--- src/rtl/fifo_pkg.sv ---
// Shared definitions for the FIFO read-side stream controller.
package fifo_pkg;

    localparam int DATA_W          = 8;
    localparam int SKID_DEPTH      = 2;
    localparam int FIFO_RD_LATENCY = 1;

    typedef struct packed {
        logic              valid;
        logic [DATA_W-1:0] data;
    } stream_t;

endpackage

--- src/rtl/skid_buffer_2.sv ---
// Two-slot skid buffer: slot0 is the head presented downstream, slot1 absorbs
// the byte that was already in flight when the consumer stalled.
module skid_buffer_2
    import fifo_pkg::*;
#(
    parameter int W = DATA_W
) (
    input  logic         clk,
    input  logic         rst_n,
    input  logic         flush,
    input  logic         push,
    input  logic [W-1:0] push_data,
    input  logic         pop,
    output logic [1:0]   occ,
    output logic         out_valid,
    output logic [W-1:0] out_data
);

    logic [1:0]   occ_q,   occ_d;
    logic [W-1:0] slot0_q, slot0_d;
    logic [W-1:0] slot1_q, slot1_d;
    logic         valid_q, valid_d;
    logic         do_pop;

    assign do_pop = pop && (occ_q != 2'd0);

    always_comb begin
        occ_d   = occ_q;
        slot0_d = slot0_q;
        slot1_d = slot1_q;
        if (flush) begin
            occ_d = 2'd0;
        end else begin
            unique case ({push, do_pop})
                2'b10: begin
                    if (occ_q == 2'd0) begin
                        slot0_d = push_data;
                        occ_d   = 2'd1;
                    end else if (occ_q == 2'd1) begin
                        slot1_d = push_data;
                        occ_d   = 2'd2;
                    end
                end
                2'b01: begin
                    slot0_d = slot1_q;
                    occ_d   = occ_q - 2'd1;
                end
                2'b11: begin
                    // Occupancy is unchanged; the pushed byte lands behind whatever remains.
                    if (occ_q == 2'd1) begin
                        slot0_d = push_data;
                    end else begin
                        slot0_d = slot1_q;
                        slot1_d = push_data;
                    end
                end
                default: ;
            endcase
        end
        valid_d = (occ_d != 2'd0);
    end

    always_ff @(posedge clk or negedge rst_n) begin
        if (!rst_n) begin
            occ_q   <= 2'd0;
            slot0_q <= '0;
            slot1_q <= '0;
            valid_q <= 1'b0;
        end else begin
            occ_q   <= occ_d;
            slot0_q <= slot0_d;
            slot1_q <= slot1_d;
            valid_q <= valid_d;
        end
    end

    assign occ       = occ_q;
    assign out_valid = valid_q;
    assign out_data  = slot0_q;

endmodule

--- src/rtl/fifo_stream_reader.sv ---
// Drains a registered-read FIFO into a valid/ready byte stream at one byte per
// cycle, tracking the single outstanding read so the skid buffer never overflows.
module fifo_stream_reader
    import fifo_pkg::*;
#(
    parameter int DATA_W = fifo_pkg::DATA_W,
    parameter int CNT_W  = 16
) (
    input  logic              clk,
    input  logic              rst_n,
    input  logic              enable,
    input  logic              flush,
    input  logic              fifo_empty,
    input  logic [DATA_W-1:0] fifo_rdata,
    output logic              fifo_rd_en,
    output logic              m_valid,
    output logic [DATA_W-1:0] m_data,
    input  logic              m_ready,
    output logic [CNT_W-1:0]  xfer_cnt,
    output logic              busy
);

    logic             inflight_q, inflight_d;
    logic [CNT_W-1:0] xfer_cnt_q, xfer_cnt_d;
    logic [1:0]       occ;
    logic             pop;
    logic [2:0]       level;
    logic [2:0]       limit;

    assign pop   = m_valid && m_ready;
    assign level = {1'b0, occ} + {2'b00, inflight_q};
    assign limit = 3'(SKID_DEPTH) + {2'b00, pop};

    // Issue only if the returning byte is guaranteed a slot; held low while in reset.
    always_comb begin
        fifo_rd_en = rst_n && enable && !fifo_empty && !flush && (level < limit);
        inflight_d = fifo_rd_en;
        xfer_cnt_d = xfer_cnt_q;
        if (pop && !flush) begin
            xfer_cnt_d = xfer_cnt_q + CNT_W'(1);
        end
    end

    always_ff @(posedge clk or negedge rst_n) begin
        if (!rst_n) begin
            inflight_q <= 1'b0;
            xfer_cnt_q <= '0;
        end else begin
            inflight_q <= inflight_d;
            xfer_cnt_q <= xfer_cnt_d;
        end
    end

    skid_buffer_2 #(
        .W (DATA_W)
    ) u_skid (
        .clk       (clk),
        .rst_n     (rst_n),
        .flush     (flush),
        .push      (inflight_q),
        .push_data (fifo_rdata),
        .pop       (pop),
        .occ       (occ),
        .out_valid (m_valid),
        .out_data  (m_data)
    );

    assign xfer_cnt = xfer_cnt_q;
    assign busy     = (occ != 2'd0) || inflight_q;

endmodule

--- config.mk ---
export PLATFORM = sky130hd
export DESIGN_NAME = fifo_stream_reader
export DESIGN_NICKNAME = d
export VERILOG_FILES = /design/src/rtl/fifo_pkg.sv /design/src/rtl/skid_buffer_2.sv /design/src/rtl/fifo_stream_reader.sv
export SDC_FILE = /design/constraint.sdc
export NUM_CORES = 1
export LEC_CHECK = 0
export CAP_MARGIN = 20
export CORE_MARGIN = 5
export CORE_UTILIZATION = 46
export DETAILED_ROUTE_END_ITERATION = 12
export HOLD_SLACK_MARGIN = 0.15
export PLACE_DENSITY_LB_ADDON = 0.15
export SYNTH_ARGS = -nofsm -noshare
export SYNTH_HDL_FRONTEND = slang
export SYNTH_SLANG_ARGS = --single-unit
--- constraint.sdc ---
create_clock -name clk -period 2.4 [get_ports clk]
set_clock_uncertainty 0.15 [all_clocks]
set_input_delay 0.36 -clock clk [delete_from_list [all_inputs] [get_ports clk]]
set_output_delay 0.36 -clock clk [all_outputs]
set_load 0.05 [all_outputs]
# [After elaboration in Yosys (flattened, before gate mapping)]
# Index checks and enable logic that the tools add are counted.
[classes] addsub=4 n_lt_le_gt_ge=1 eq_ne=7 muxes=10 bitwise_logic=1 n_reduce_logical=17
[ops] operator="8-bit two-way mux" n=4
[ops] operator="8-bit one-hot mux with 3 select lines" n=1
[ops] operator="16-bit by 1-bit adder with 16-bit output (second input constant)" n=1
[ops] operator="8-bit one-hot mux with 2 select lines" n=1
[ops] operator="1-bit logical AND" n=7
[ops] operator="2-bit two-way mux" n=3
[ops] operator="2-bit nonzero test" n=3
[ops] operator="2-bit by 1-bit == test with 1-bit output (second input constant)" n=2
[ops] operator="2-bit == test (second input constant)" n=2
[ops] operator="2-bit != test (second input constant)" n=2
[ops] operator="2-bit one-hot mux with 2 select lines" n=1
[ops] operator="4-bit AND reduction" n=1
[ops] operator="2-bit by 1-bit adder with 3-bit output" n=1
[ops] operator="2-bit by 1-bit adder with 3-bit output (first input constant)" n=1
[ops] operator="3-bit < comparator" n=1
[ops] operator="3-bit AND reduction" n=1
[ops] operator="3-bit nonzero test" n=1
[ops] operator="1-bit logical NOT" n=2
[ops] operator="2-bit logical NOT" n=1
[ops] operator="2-bit by 1-bit != test with 1-bit output (second input constant)" n=1
[ops] operator="2-bit by 1-bit subtractor with 2-bit output (second input constant)" n=1
[ops] operator="1-bit logical OR" n=1
[ops] operator="1-bit inverter" n=1
[word_totals] register_bits=36 output_inout_bits=27 word_cells=46

# [Logic depth before layout (Yosys ltp)]
[depth] ltp_word=6 ltp_mapped=9 ltp_nobuf=9

# [By module]
# A second synthesis with hierarchy kept.
[unflattened] hier_cells=168 hier_area_um2=1894.3
[by_module_without_submodules] mod="skid_buffer_2" instances=1 cells_each=98 area_per_inst_um2=1086.0
[by_module_without_submodules] mod="fifo_stream_reader" instances=1 cells_each=70 area_per_inst_um2=808.3

# [Worst setup path before layout]
# Ideal clock, no wire load.
[synth_path] kind="register -> output" startpoint="reg u_skid.valid_q, in the netlist u_skid.out_valid" endpoint="out fifo_rd_en" t_arrival_ns=2.163 setup_slack_ns=-0.273 path_stages_with_launch=4 path_cell_list="dfrtp_1 -> nand2_2 -> o21a_1 -> nor3_1"
[synth_between] elab_chain_cells=4
[synth_lines] element="start: declaration" line_no="skid_buffer_2.sv:22" text="logic valid_q, valid_d;"
[synth_lines] element="start signal: assignment" line_no="skid_buffer_2.sv:73" text="valid_q <= valid_d;"
[synth_lines] element="1-bit logical AND" line_no="fifo_stream_reader.sv:30" text="assign pop = m_valid && m_ready;"
[synth_lines] element="2-bit by 1-bit adder with 3-bit output" line_no="fifo_stream_reader.sv:32" text="assign limit = 3'(SKID_DEPTH) + {2'b00, pop};"
[synth_lines] element="3-bit < comparator" line_no="fifo_stream_reader.sv:36" text="fifo_rd_en = rst_n && enable && !fifo_empty && !flush && (level < limit);"
[synth_lines] element="1-bit logical AND" line_no="fifo_stream_reader.sv:36"
[synth_lines] element="end: declaration" line_no="fifo_stream_reader.sv:15" text="output logic fifo_rd_en,"
# Every way passes these cells.

# [Worst setup path in the final report]
[layout_path] startpoint="reg u_skid.occ_q[0], in the netlist u_skid.occ[0]" endpoint="reg u_skid.slot1_q[0]"
[layout_between] elab_chain_cells=5 word_cells_on_any_way=13
[layout_lines] element="start: declaration" line_no="skid_buffer_2.sv:19" text="logic [1:0] occ_q, occ_d;"
[layout_lines] element="start signal: assignment" line_no="skid_buffer_2.sv:65" text="occ_q <= 2'd0;"
[layout_lines] element="start signal: assignment" line_no="skid_buffer_2.sv:70" text="occ_q <= occ_d;"
[layout_lines] element="2-bit nonzero test" line_no="skid_buffer_2.sv:25" text="assign do_pop = pop && (occ_q != 2'd0);"
[layout_lines] element="1-bit logical AND" line_no="skid_buffer_2.sv:25"
[layout_lines] element="2-bit == test" line_no="skid_buffer_2.sv:34" text="unique case ({push, do_pop})"
[layout_lines] element="2-bit != test (no line) or 2-bit nonzero test (tied branches)"
[layout_lines] element="4-bit AND reduction (no line)"
[layout_lines] element="end signal: assignment" line_no="skid_buffer_2.sv:72" text="slot1_q <= slot1_d;"
[layout_lines] element="end: declaration" line_no="skid_buffer_2.sv:21" text="logic [W-1:0] slot1_q, slot1_d;"
# Parallel ways exist; a longest one is shown, timed or not. The select of a mux whose other input is x is not followed.
# A chain may end at the register's enable or synchronous reset.

==> metrics.csv <==
stage,metric,value,unit
outcome,status,"complete, no violations",
power_and_ir_drop,power.share.switching,0.366,
finish,finish.utilization,0.628,
routing,drt-total-wl,4100,um
critical_path,cp-start-kind,flip-flop,
routing,num_vias,1422,
power_and_ir_drop,clock_power_share,0.241,
critical_path,worstSetupEndpointType,flip-flop,
global_route,grt_first_pass_wirelength,7160,um
yosys,synth_flop_cell,sky130_fd_sc_hd__dfrtp_1,
power_and_ir_drop,power_frac_seq,0.437,
clock_network,cts_sinks,36,
timing,max_slew_margin,0.662,
clock_network,clk_path_buf_depth,2,
clock_network,total_number_of_h_tree_levels,2,
clock_network,post_cts_buffers,0,
timing,timing_hold_violations_final,0,
yosys,synth_fp_nets,187,
routing,detail_routed_net_length_per_standard_cell,15.4,um
floorplan,start_util,0.481,
floorplan,die_height,75.1,um
clock_network,worst_setup_hold_path_clk_slew,70,ps
finish,areaGrowthSynthToFinish,30.4,%
routing,drt_first_iter_violations,69,
finish,regArea,902,sq um
power_and_ir_drop,switchingPower,617,uW
power_and_ir_drop,pwr_dens,661,nW/um^2
critical_path,timing.critical_path.required,2420,ps
critical_path,critical_path.max_fanout,8,
finish,fill_cells,335,
yosys,netlist_instances,165,
yosys,synth_sequential_area_ratio,0.462,
global_route,grt_overall_usage,0.167,
floorplan,die_area,5650,sq um
timing,number_of_failing_setup_endpoints_in_the_final_timing_report,0,
timing,final_critical_path_setup_slack,162,ps
yosys,synth_enable_flop_cells,0,
floorplan,fp.coreArea,4060,sq um
critical_path,critPathArrivalTime,2260,ps
power_and_ir_drop,internal-power,1070,uW
clock_network,cts_made_buffers,5,
timing,grt_setup_unrepaired,false,
global_route,grt_overflow,0,
clock_network,postCtsResizedCells,0,
routing,drc,0,
critical_path,timing.setup.critical_path_class,flip-flop to flip-flop,
power_and_ir_drop,total_leakage_power,0.00119,uW
timing,min_period,2240,ps
routing,drt-pass1-iter-count,4,
job,cap_violations,0,
global_route,first_global_vias,1534,
yosys,synthArstFlopShare,1.00,
clock_network,cts_hold_buffers,0,
finish,num_antenna_cells,0,
yosys,synth-seq-cells,36,
clock_network,clkLatencyLatePin,280,ps
timing,timing.final.max_slew_violations,0,
yosys,synthesis.area,1950,sq um
critical_path,ff2ff_path_depth,9,
floorplan,placement_rows,23,
timing,final.period_utilization,0.933,
placed_design,global_placer_s_final_weighted_congestion,0.757,
timing,max_freq,0.447,GHz
yosys,synth_area_per_cell,11.8,sq um
routing,drt_antenna_net_count,0,
placed_design,hpwl,3110,um
yosys,netlist-cell-type-count,38,
clock_network,cts-root-buf,sky130_fd_sc_hd__clkbuf_8,
global_route,pin_count_of_the_biggest_net_entering_global_routing,37,
power_and_ir_drop,power.share.combinational,0.322,
floorplan,io-pin-count,41,
timing,fin_tns_setup,0,ps
floorplan,die_width,75.1,um
placed_design,placement.io_buffers,40,
routing,via_per_inst,5.33,
worst_hold_path,hold_class,flip-flop to flip-flop,
global_route,grt_antenna_before_repair,0,
worst_hold_path,min_delay_path_depth,1,
yosys,synth_warnings,0,
finish,final_layout_size_suffix_gt1_frac,0.226,
finish,final_net_count,239,
power_and_ir_drop,peakVddDrop,0.347,mV
finish,area_occupied_by_multi_input_gates,995,sq um
placed_design,dp_slack,-8.88,ps
clock_network,tritoncts_clock_tree,built,
timing,worst-slew-pin-transition,506,ps
-- logic make-up (layout without fill, tap and decap cells) --
| family | after synthesis | count (layout) | share of synthesized area |
|---|---|---|---|
| and+or+nand+nor | 53 | 53 | 0.169 |
| DFF | 36 | 36 | 0.462 |
| AOI/OAI and AO/OA | 24 | 24 | 0.106 |
| muxes | 17 | 17 | 0.113 |
| xor gates and xnor gates | 15 | 15 | 0.0673 |
| buffers and inverters | 12 | 64 | 0.0314 |
| adders and majority gates | 8 | 8 | 0.0513 |
-- worst max-delay path, cell delays in order, from the launching register on --
cell	delay (ps)
sky130_fd_sc_hd__dfrtp_1	380
sky130_fd_sc_hd__inv_1	90
sky130_fd_sc_hd__ha_1	280
sky130_fd_sc_hd__nor2_4	160
sky130_fd_sc_hd__inv_2	50
sky130_fd_sc_hd__ha_1	200
sky130_fd_sc_hd__and4bb_1	230
sky130_fd_sc_hd__a31oi_4	210
sky130_fd_sc_hd__nor2_8	90
sky130_fd_sc_hd__mux2_4	300
-- flip-flops by register name (all words and copies together) (netlist names) --
name              count
u_skid.out_valid      1
u_skid.out_data       8
u_skid.occ            2
u_skid.slot1_q        8
xfer_cnt             16
inflight_q            1
-- cell usage after synthesis, drive strengths merged (2+ instances only) --
| cell type | n | area, sq um |
|---|---|---|
| nand3 | 5 | 25.0 |
| nor3 | 3 | 20.0 |
| nand4 | 4 | 25.0 |
| mux2 | 17 | 221 |
| a31oi | 9 | 83.8 |
| dfrtp | 36 | 901 |
| and3 | 2 | 12.5 |
| ha | 8 | 100 |
| nor2 | 15 | 80.1 |
| xnor2 | 10 | 87.6 |
| buf | 3 | 27.5 |
| inv | 7 | 26.3 |
| a221oi | 2 | 17.5 |
| nand2 | 18 | 70.1 |
| xor2 | 5 | 43.8 |
| a22oi | 8 | 60.1 |
| clkbuf | 2 | 7.51 |
-- power by group through the flow --
stage                     sequential (uW)  combinational (uW)  clock (uW)
after detailed placement              748                 549           0
after CTS                             737                 550         415
after floorplan                       956                 130           0
final                                 736                 542         406
after global routing                  749                 575         443
after global placement                744                 540           0
-- stage by stage --
step                      hold WS (ps)  instances  cell area [sq um]  total power, uW
final                              326        267               2550             1680
after global routing               373        267               2550             1770
after CTS                          332        267               2550             1700
after detailed placement           323        260               2470             1300
after global placement             314        260               2470             1280
after floorplan                  -85.6        165               1960             1090
-- placed cells by master, fill, tap and decap left out, drive strengths merged, types with 8 or more instances in the layout --
cell type and count:
a31oi 9, dfrtp 36, a22oi 8, xnor2 10
nor2 15, buf 12, ha 8, mux2 17
clkdlybuf4s50 38, nand2 18
-- path summary, 6_finish.rpt --
path,to,startpoint,slack (ps)
worst max-delay path,u_skid.slot1_q[0],u_skid.occ[0],160
worst min-delay path,xfer_cnt[15],xfer_cnt[15],330
worst max register to register,u_skid.slot1_q[0],u_skid.occ[0],160
worst min register to register,xfer_cnt[15],xfer_cnt[15],330
max in group asynchronous,u_skid.out_valid,rst_n,1300
min in group asynchronous,xfer_cnt[5],rst_n,450
-- final cells by class --
type / instances / area share
flip-flops and latches: 36 / 0.354
repair buffers: 50 / 0.190
well taps: 50 / 0.0246
inverters: 7 / 0.0103
multi-input cells: 117 / 0.391
clock inverters: 1 / 0.00197
clock buffers: 6 / 0.0285
-- metal layers --
| metal | share of wire | vias up | global-route usage | wire length, um |
|---|---|---|---|---|
| li1 | - | 688 | - | - |
| met1 | 0.46 | 699 | 0.218 | 1870 |
| met2 | 0.49 | 30 | 0.271 | 2000 |
| met3 | 0.045 | 5 | 0.0401 | 186 |
| met4 | 0.013 | 0 | 0.0602 | 53 |
| met5 | 0 | - | 0 | 0 |
Power figures use the tool's default switching activity.
